<file path="src/rtl/bfp_pkg.sv">
// Shared widths, FSM state encoding and result layout for the BFP dot-product engine.
package bfp_pkg;
  localparam int MANT_W = 8;
  localparam int ACC_W  = 32;
  localparam int SF_W   = 24;
  localparam int EXP_W  = 6;

  localparam logic signed [ACC_W-1:0] ACC_MAX = {1'b0, {(ACC_W-1){1'b1}}};
  localparam logic signed [ACC_W-1:0] ACC_MIN = -ACC_MAX;

  typedef enum logic [1:0] {IDLE, ACCUM, NORM, OUT} state_t;

  typedef struct packed {
    logic [SF_W-1:0]  sign_frac;
    logic [EXP_W-1:0] exp;
    logic             ovf;
  } bfp_result_t;
endpackage

</file>
<file path="src/rtl/bfp_sm_multiplier.sv">
// Sign-magnitude x sign-magnitude multiply, widened to a signed accumulator-width product.
module bfp_sm_multiplier #(
  parameter int MANT_W = bfp_pkg::MANT_W,
  parameter int ACC_W  = bfp_pkg::ACC_W
) (
  input  logic [MANT_W-1:0]       a,
  input  logic [MANT_W-1:0]       b,
  output logic signed [ACC_W-1:0] product
);
  logic [2*MANT_W-3:0] mag;
  logic [ACC_W-1:0]    mag_w;

  always_comb begin
    mag     = a[MANT_W-2:0] * b[MANT_W-2:0];
    mag_w   = ACC_W'(mag);
    product = (a[MANT_W-1] ^ b[MANT_W-1]) ? -mag_w : mag_w;
  end
endmodule

</file>
<file path="src/rtl/bfp_dot_accumulator.sv">
// Streaming BFP dot product: saturating accumulate, right-shift normalise into {sign,frac}+exp.
module bfp_dot_accumulator #(
  parameter int MANT_W = bfp_pkg::MANT_W,
  parameter int ACC_W  = bfp_pkg::ACC_W,
  parameter int SF_W   = bfp_pkg::SF_W,
  parameter int EXP_W  = bfp_pkg::EXP_W
) (
  input  logic              clk,
  input  logic              rst,
  input  logic              start,
  input  logic [EXP_W-1:0]  in_exp_a,
  input  logic [EXP_W-1:0]  in_exp_b,
  input  logic              in_valid,
  output logic              in_ready,
  input  logic [MANT_W-1:0] in_a,
  input  logic [MANT_W-1:0] in_b,
  input  logic              in_last,
  output logic              out_valid,
  input  logic              out_ready,
  output logic [SF_W-1:0]   out_sign_frac,
  output logic [EXP_W-1:0]  out_exp,
  output logic              out_ovf,
  output logic              busy
);
  import bfp_pkg::*;

  // Two spare bits so normalisation increments on a max exponent sum cannot wrap.
  localparam int EXW = EXP_W + 2;
  localparam logic signed [ACC_W-1:0] SAT_HI = {1'b0, {(ACC_W-1){1'b1}}};
  localparam logic signed [ACC_W-1:0] SAT_LO = -SAT_HI;
  localparam logic [ACC_W-1:0] MAG_LIM = ACC_W'(1) << (SF_W-1);
  localparam logic [EXW-1:0]   EXP_MAX = EXW'((1 << EXP_W) - 1);

  state_t                  state;
  logic signed [ACC_W-1:0] acc;
  logic signed [ACC_W-1:0] prod;
  logic signed [ACC_W:0]   sum_w;
  logic                    sat_hi, sat_lo;
  logic                    ovf, sign, norm_first;
  logic [EXW-1:0]          exp_sum;
  logic [ACC_W-1:0]        mag;

  bfp_sm_multiplier #(.MANT_W(MANT_W), .ACC_W(ACC_W)) u_mul (
    .a       (in_a),
    .b       (in_b),
    .product (prod)
  );

  always_comb begin
    sum_w  = {acc[ACC_W-1], acc} + {prod[ACC_W-1], prod};
    sat_hi = sum_w > $signed({1'b0, SAT_HI});
    sat_lo = sum_w < $signed({1'b1, SAT_LO});
  end

  always_ff @(posedge clk) begin
    if (rst) begin
      state         <= IDLE;
      in_ready      <= 1'b0;
      out_valid     <= 1'b0;
      out_ovf       <= 1'b0;
      busy          <= 1'b0;
      out_sign_frac <= '0;
      out_exp       <= '0;
      acc           <= '0;
      ovf           <= 1'b0;
      sign          <= 1'b0;
      norm_first    <= 1'b0;
      exp_sum       <= '0;
      mag           <= '0;
    end else begin
      case (state)
        IDLE: if (start) begin
          exp_sum  <= EXW'(in_exp_a) + EXW'(in_exp_b);
          acc      <= '0;
          ovf      <= 1'b0;
          in_ready <= 1'b1;
          busy     <= 1'b1;
          state    <= ACCUM;
        end
        ACCUM: if (in_valid && in_ready) begin
          acc <= sat_hi ? SAT_HI : (sat_lo ? SAT_LO : sum_w[ACC_W-1:0]);
          if (sat_hi || sat_lo) ovf <= 1'b1;
          if (in_last) begin
            in_ready   <= 1'b0;
            norm_first <= 1'b1;
            state      <= NORM;
          end
        end
        NORM: begin
          if (norm_first) begin
            norm_first <= 1'b0;
            sign       <= acc[ACC_W-1] && (acc != '0);
            mag        <= acc[ACC_W-1] ? ACC_W'(-acc) : ACC_W'(acc);
          end else if (mag >= MAG_LIM) begin
            mag     <= mag >> 1;
            exp_sum <= exp_sum + 1'b1;
          end else begin
            out_sign_frac <= {sign, mag[SF_W-2:0]};
            if (exp_sum > EXP_MAX) begin
              out_exp <= '1;
              out_ovf <= 1'b1;
            end else begin
              out_exp <= exp_sum[EXP_W-1:0];
              out_ovf <= ovf;
            end
            out_valid <= 1'b1;
            state     <= OUT;
          end
        end
        OUT: if (out_ready) begin
          out_valid <= 1'b0;
          busy      <= 1'b0;
          state     <= IDLE;
        end
        default: state <= IDLE;
      endcase
    end
  end
endmodule

</file>
<file path="config.mk">
export PLATFORM = sky130hd
export DESIGN_NAME = bfp_dot_accumulator
export DESIGN_NICKNAME = d
export VERILOG_FILES = /design/src/rtl/bfp_pkg.sv /design/src/rtl/bfp_sm_multiplier.sv /design/src/rtl/bfp_dot_accumulator.sv
export SDC_FILE = /design/constraint.sdc
export NUM_CORES = 1
export LEC_CHECK = 0
export ABC_AREA = 0
export CAP_MARGIN = 10
export CORE_MARGIN = 2
export CORE_UTILIZATION = 47
export CTS_CLUSTER_DIAMETER = 100
export DETAILED_ROUTE_END_ITERATION = 16
export HOLD_SLACK_MARGIN = 0.15
export PLACE_DENSITY = 0.66
export SETUP_SLACK_MARGIN = 0.05
export SKIP_CTS_REPAIR_TIMING = 1
export SLEW_MARGIN = 20
export SYNTH_ARGS = -nofsm -noshare
export SYNTH_HDL_FRONTEND = slang
export SYNTH_HIERARCHICAL = 1
export SYNTH_SLANG_ARGS = --single-unit
</file>
<file path="constraint.sdc">
create_clock -name clk -period 10.05 [get_ports clk]
set_input_delay 1.005 -clock clk [delete_from_list [all_inputs] [get_ports clk]]
set_output_delay 1.005 -clock clk [all_outputs]
set_load 0.005 [all_outputs]
</file>
==> flow_metrics.py <==
metrics = {
    "die": {
        "die_area_mm2": 0.02269,
        "die_w_um": 150.6,
        "boundaryPins": 68,
        "row_count": 53,
        "die_height_um": 150.6,
        "start_util": 0.4792,
        "core_mm2": 0.02109,
    },
    "route": {
        "via_per_inst": 5.927,
        "drt_iter0_markers": 835,
        "wl_per_cell_um": 16.34,
        "first_pass_iters": 5,
        "num_vias": 9655,
        "drc": 0,
        "ant_nets": 0,
        "drt_wl_total_um": 26610,
    },
    "placed_design": {
        "dp_cells": 1613,
        "gp_congestion": 0.9271,
        "placed_cell_area_mm2": 0.01087,
        "dp_hpwl_um": 20810,
        "port_buffers": 67,
    },
    "grt": {
        "grtUsageTotal": 0.2328,
        "overflow": 0,
        "grt_antenna_before_repair": 0,
        "grtUsageMet3": 0.02909,
        "grt_first_pass_wirelength_um": 43010,
        "grt_use_met2": 0.3589,
        "first_global_vias": 8413,
        "grt.met1_usage": 0.3435,
        "top_usage_layer": "met2",
        "grt_max_degree": 86,
    },
    "pwr": {
        "p_seq_frac": 0.232,
        "peakVddDrop_v": 0.0001250,
        "p_leak_nw": 4.426,
        "power.switching_w": 0.001066,
        "switching_share": 0.4644,
        "comb_power_share": 0.589,
        "intPower_w": 0.001229,
        "clock_power_share": 0.179,
        "powerDensity_mw_per_mm2": 204.5,
    },
    "outcome": {
        "status": "completed",
    },
    "timing": {
        "tightest_slew_ns": 0.9792,
        "clock_skew_ns": 0.007339,
        "max_freq_ghz": 0.1087,
        "finalCritPeriodShare": 0.9157,
        "rsz0062_at_grt": "false",
        "fin_setup_tns_ns": 0,
        "fin_crit_ns": 9.203,
        "hold_violations": 0,
        "finalSetupViolCount": 0,
        "relSlewSlack": 0.3449,
        "final_max_slew_viol_count": 0,
    },
    "critical_path": {
        "crit_arrival_ns": 9.47,
        "r2r_cells": 10,
        "path_max_fanout": 7,
        "cp_slowest_cell": "or4_4",
        "cp.required_ns": 10.32,
        "critPathMaxStageDelay_ns": 0.60,
        "crit_type": "in2reg",
        "endpoint_kind": "register",
        "start_kind": "primary input",
    },
    "synthesis": {
        "ys.flop_type": "dfxtp_1",
        "yosysTopAreaCell": "dfxtp_1",
        "syn_nets": 1471,
        "synth_edf_count": 0,
        "synth-seq-cells": 111,
        "syn_area_mm2": 0.01010,
        "synthCells": 1333,
        "async_reset_ff_frac": 0,
        "synth.distinct_cells": 91,
        "synth_top_area_share": 0.2199,
        "synthTopCellsByArea": "dfxtp_1 22%, ha_1 9.7%, nand2_1 6.4%, a21oi_1 6.0%, fa_1 5.2%",
        "ys_warn_count": 6,
        "ys_seq_area_frac": 0.2199,
        "syn_avg_cell_area_um2": 7.580,
    },
    "min_path": {
        "hold_class": "reg2reg",
        "hold_depth": 2,
    },
    "finish": {
        "fill_cells": 2023,
        "syn_to_final_growth_pct": 11.07,
        "fin_area_mm2": 0.01122,
        "post-route-util": 0.5322,
        "final_cell_count_no_fill": 1629,
        "ff_latch_area_mm2": 0.002223,
        "diodes": 0,
        "nNetsFinal": 1487,
        "multi_input_area_mm2": 0.007377,
        "drive_gt1_frac": 0.05761,
    },
    "cts": {
        "cts_root_buf": "clkbuf_16",
        "cts_tree": "yes",
        "clk_pin_slew_worst_paths_ns": 0.07,
        "clockBufferDepth": 2,
        "clk_latency_ns": 0.35,
        "cts_inserted_buffers": 9,
        "clock-sinks": 111,
        "cts_max_level": 3,
    },
    "run": {
        "maxCapViolations": 0,
    },
}
[cells in the mapped netlist (6+ instances only)]
cell type and instances:
o21bai_1 9, a21oi_1 122, o21ai_0 63, dfxtp_1 111, fa_1 26, a222oi_1 6
and3_1 11, nor4_1 14, o31ai_1 9, a211oi_1 42, or4_1 7, and2_1 43
ha_1 78, nor3_1 24, or3_1 14, xor2_1 42, inv_1 50, o211ai_1 11
nor2_1 137, clkbuf_1 55, o21a_1 11, a21o_1 12, a22oi_1 8, o21ai_1 9
nand2_1 172, nand3_1 34, o41ai_1 7, a31oi_1 21, a311oi_1 7, nor2b_1 8
xnor2_1 25, nand4_1 22
[cell type report]
class / instances / share of cell area
sequential: 111 / 0.1981
clock inverter: 7 / 0.01048
tap: 275 / 0.03066
multi-input combinational: 1099 / 0.6573
timing repair buffer: 78 / 0.06667
inverter: 50 / 0.01672
clock buffer: 9 / 0.02007
[path summary, 6_finish.rpt]
path	start	endpoint	slack (ns)
worst max register to register	acc[7]	acc[0]	5.97
worst min-delay path	out_sign_frac[0]	out_sign_frac[0]	0.45
worst min register to register	out_sign_frac[0]	out_sign_frac[0]	0.45
worst max-delay path	in_a[3]	acc[0]	0.85
[stage by stage]
step	power, W	hold slack (ns)	setup WS (ns)
after floorplan	0.001604	0.4321	1.626
after global placement	0.001861	0.4434	0.6269
after detailed placement	0.001873	0.4468	0.4838
after CTS	0.002285	0.4571	0.8409
after global routing	0.002478	0.4653	0.4319
final	0.002295	0.4541	0.8468
[registers in the layout, indices dropped and copies added (netlist names)]
register,count
state,2
out_exp,6
mag,32
out_sign_frac,24
busy,1
sign,1
out_valid,1
acc,32
exp_sum,8
norm_first,1
in_ready,1
out_ovf,1
ovf,1
[kinds of logic after synthesis]
group           count (synthesis)  share of synthesized area
simple gates                  531                     0.2580
compound gates                391                     0.2579
buf+inv                       123                    0.05188
flops                         111                     0.2199
fa+ha+maj                     104                     0.1481
xor+xnor                       67                    0.05807
mux                             6                   0.006067
[placed cells by master (no fill, tap or decap), drive strengths merged, types with 14 or more instances in the layout]
cell type	count
a21o	14
nor3	28
fa	26
xnor2	25
a21oi	125
and2	45
ha	78
o21ai	73
a31oi	21
a211oi	45
inv	52
clkdlybuf4s50	66
nor2	138
xor2	42
nand4	23
nor4	14
nand2	172
or3	15
nand3	35
dfxtp	111
[power groups by stage]
stage | clock, W | combinational [W] | sequential (W)
2_1_floorplan | 0 | 0.00108 | 0.000523
3_3_place_gp | 0 | 0.00132 | 0.000540
3_5_place_dp | 0 | 0.00133 | 0.000541
4_1_cts | 0.000417 | 0.00134 | 0.000531
5_1_grt | 0.000436 | 0.00150 | 0.000538
6_report | 0.000411 | 0.00135 | 0.000532
[routing by layer]
layer,part of all wire,routed length [um]
met1,0.49,13070
met2,0.43,11550
met3,0.058,1543
met4,0.017,443
met5,0,0
[critical path: cells and delay by family]
| kind | cells | cell delay [ns] |
|---|---|---|
| adder cells (fa/ha/maj) | 7 | 3.13 |
| AND/OR/NAND/NOR | 9 | 2.80 |
| AO/OA/AOI/OAI | 7 | 1.58 |
| buffers and inverters | 5 | 0.71 |
| XOR/XNOR | 1 | 0.22 |
Note: power is estimated with default switching activity, not from simulation.
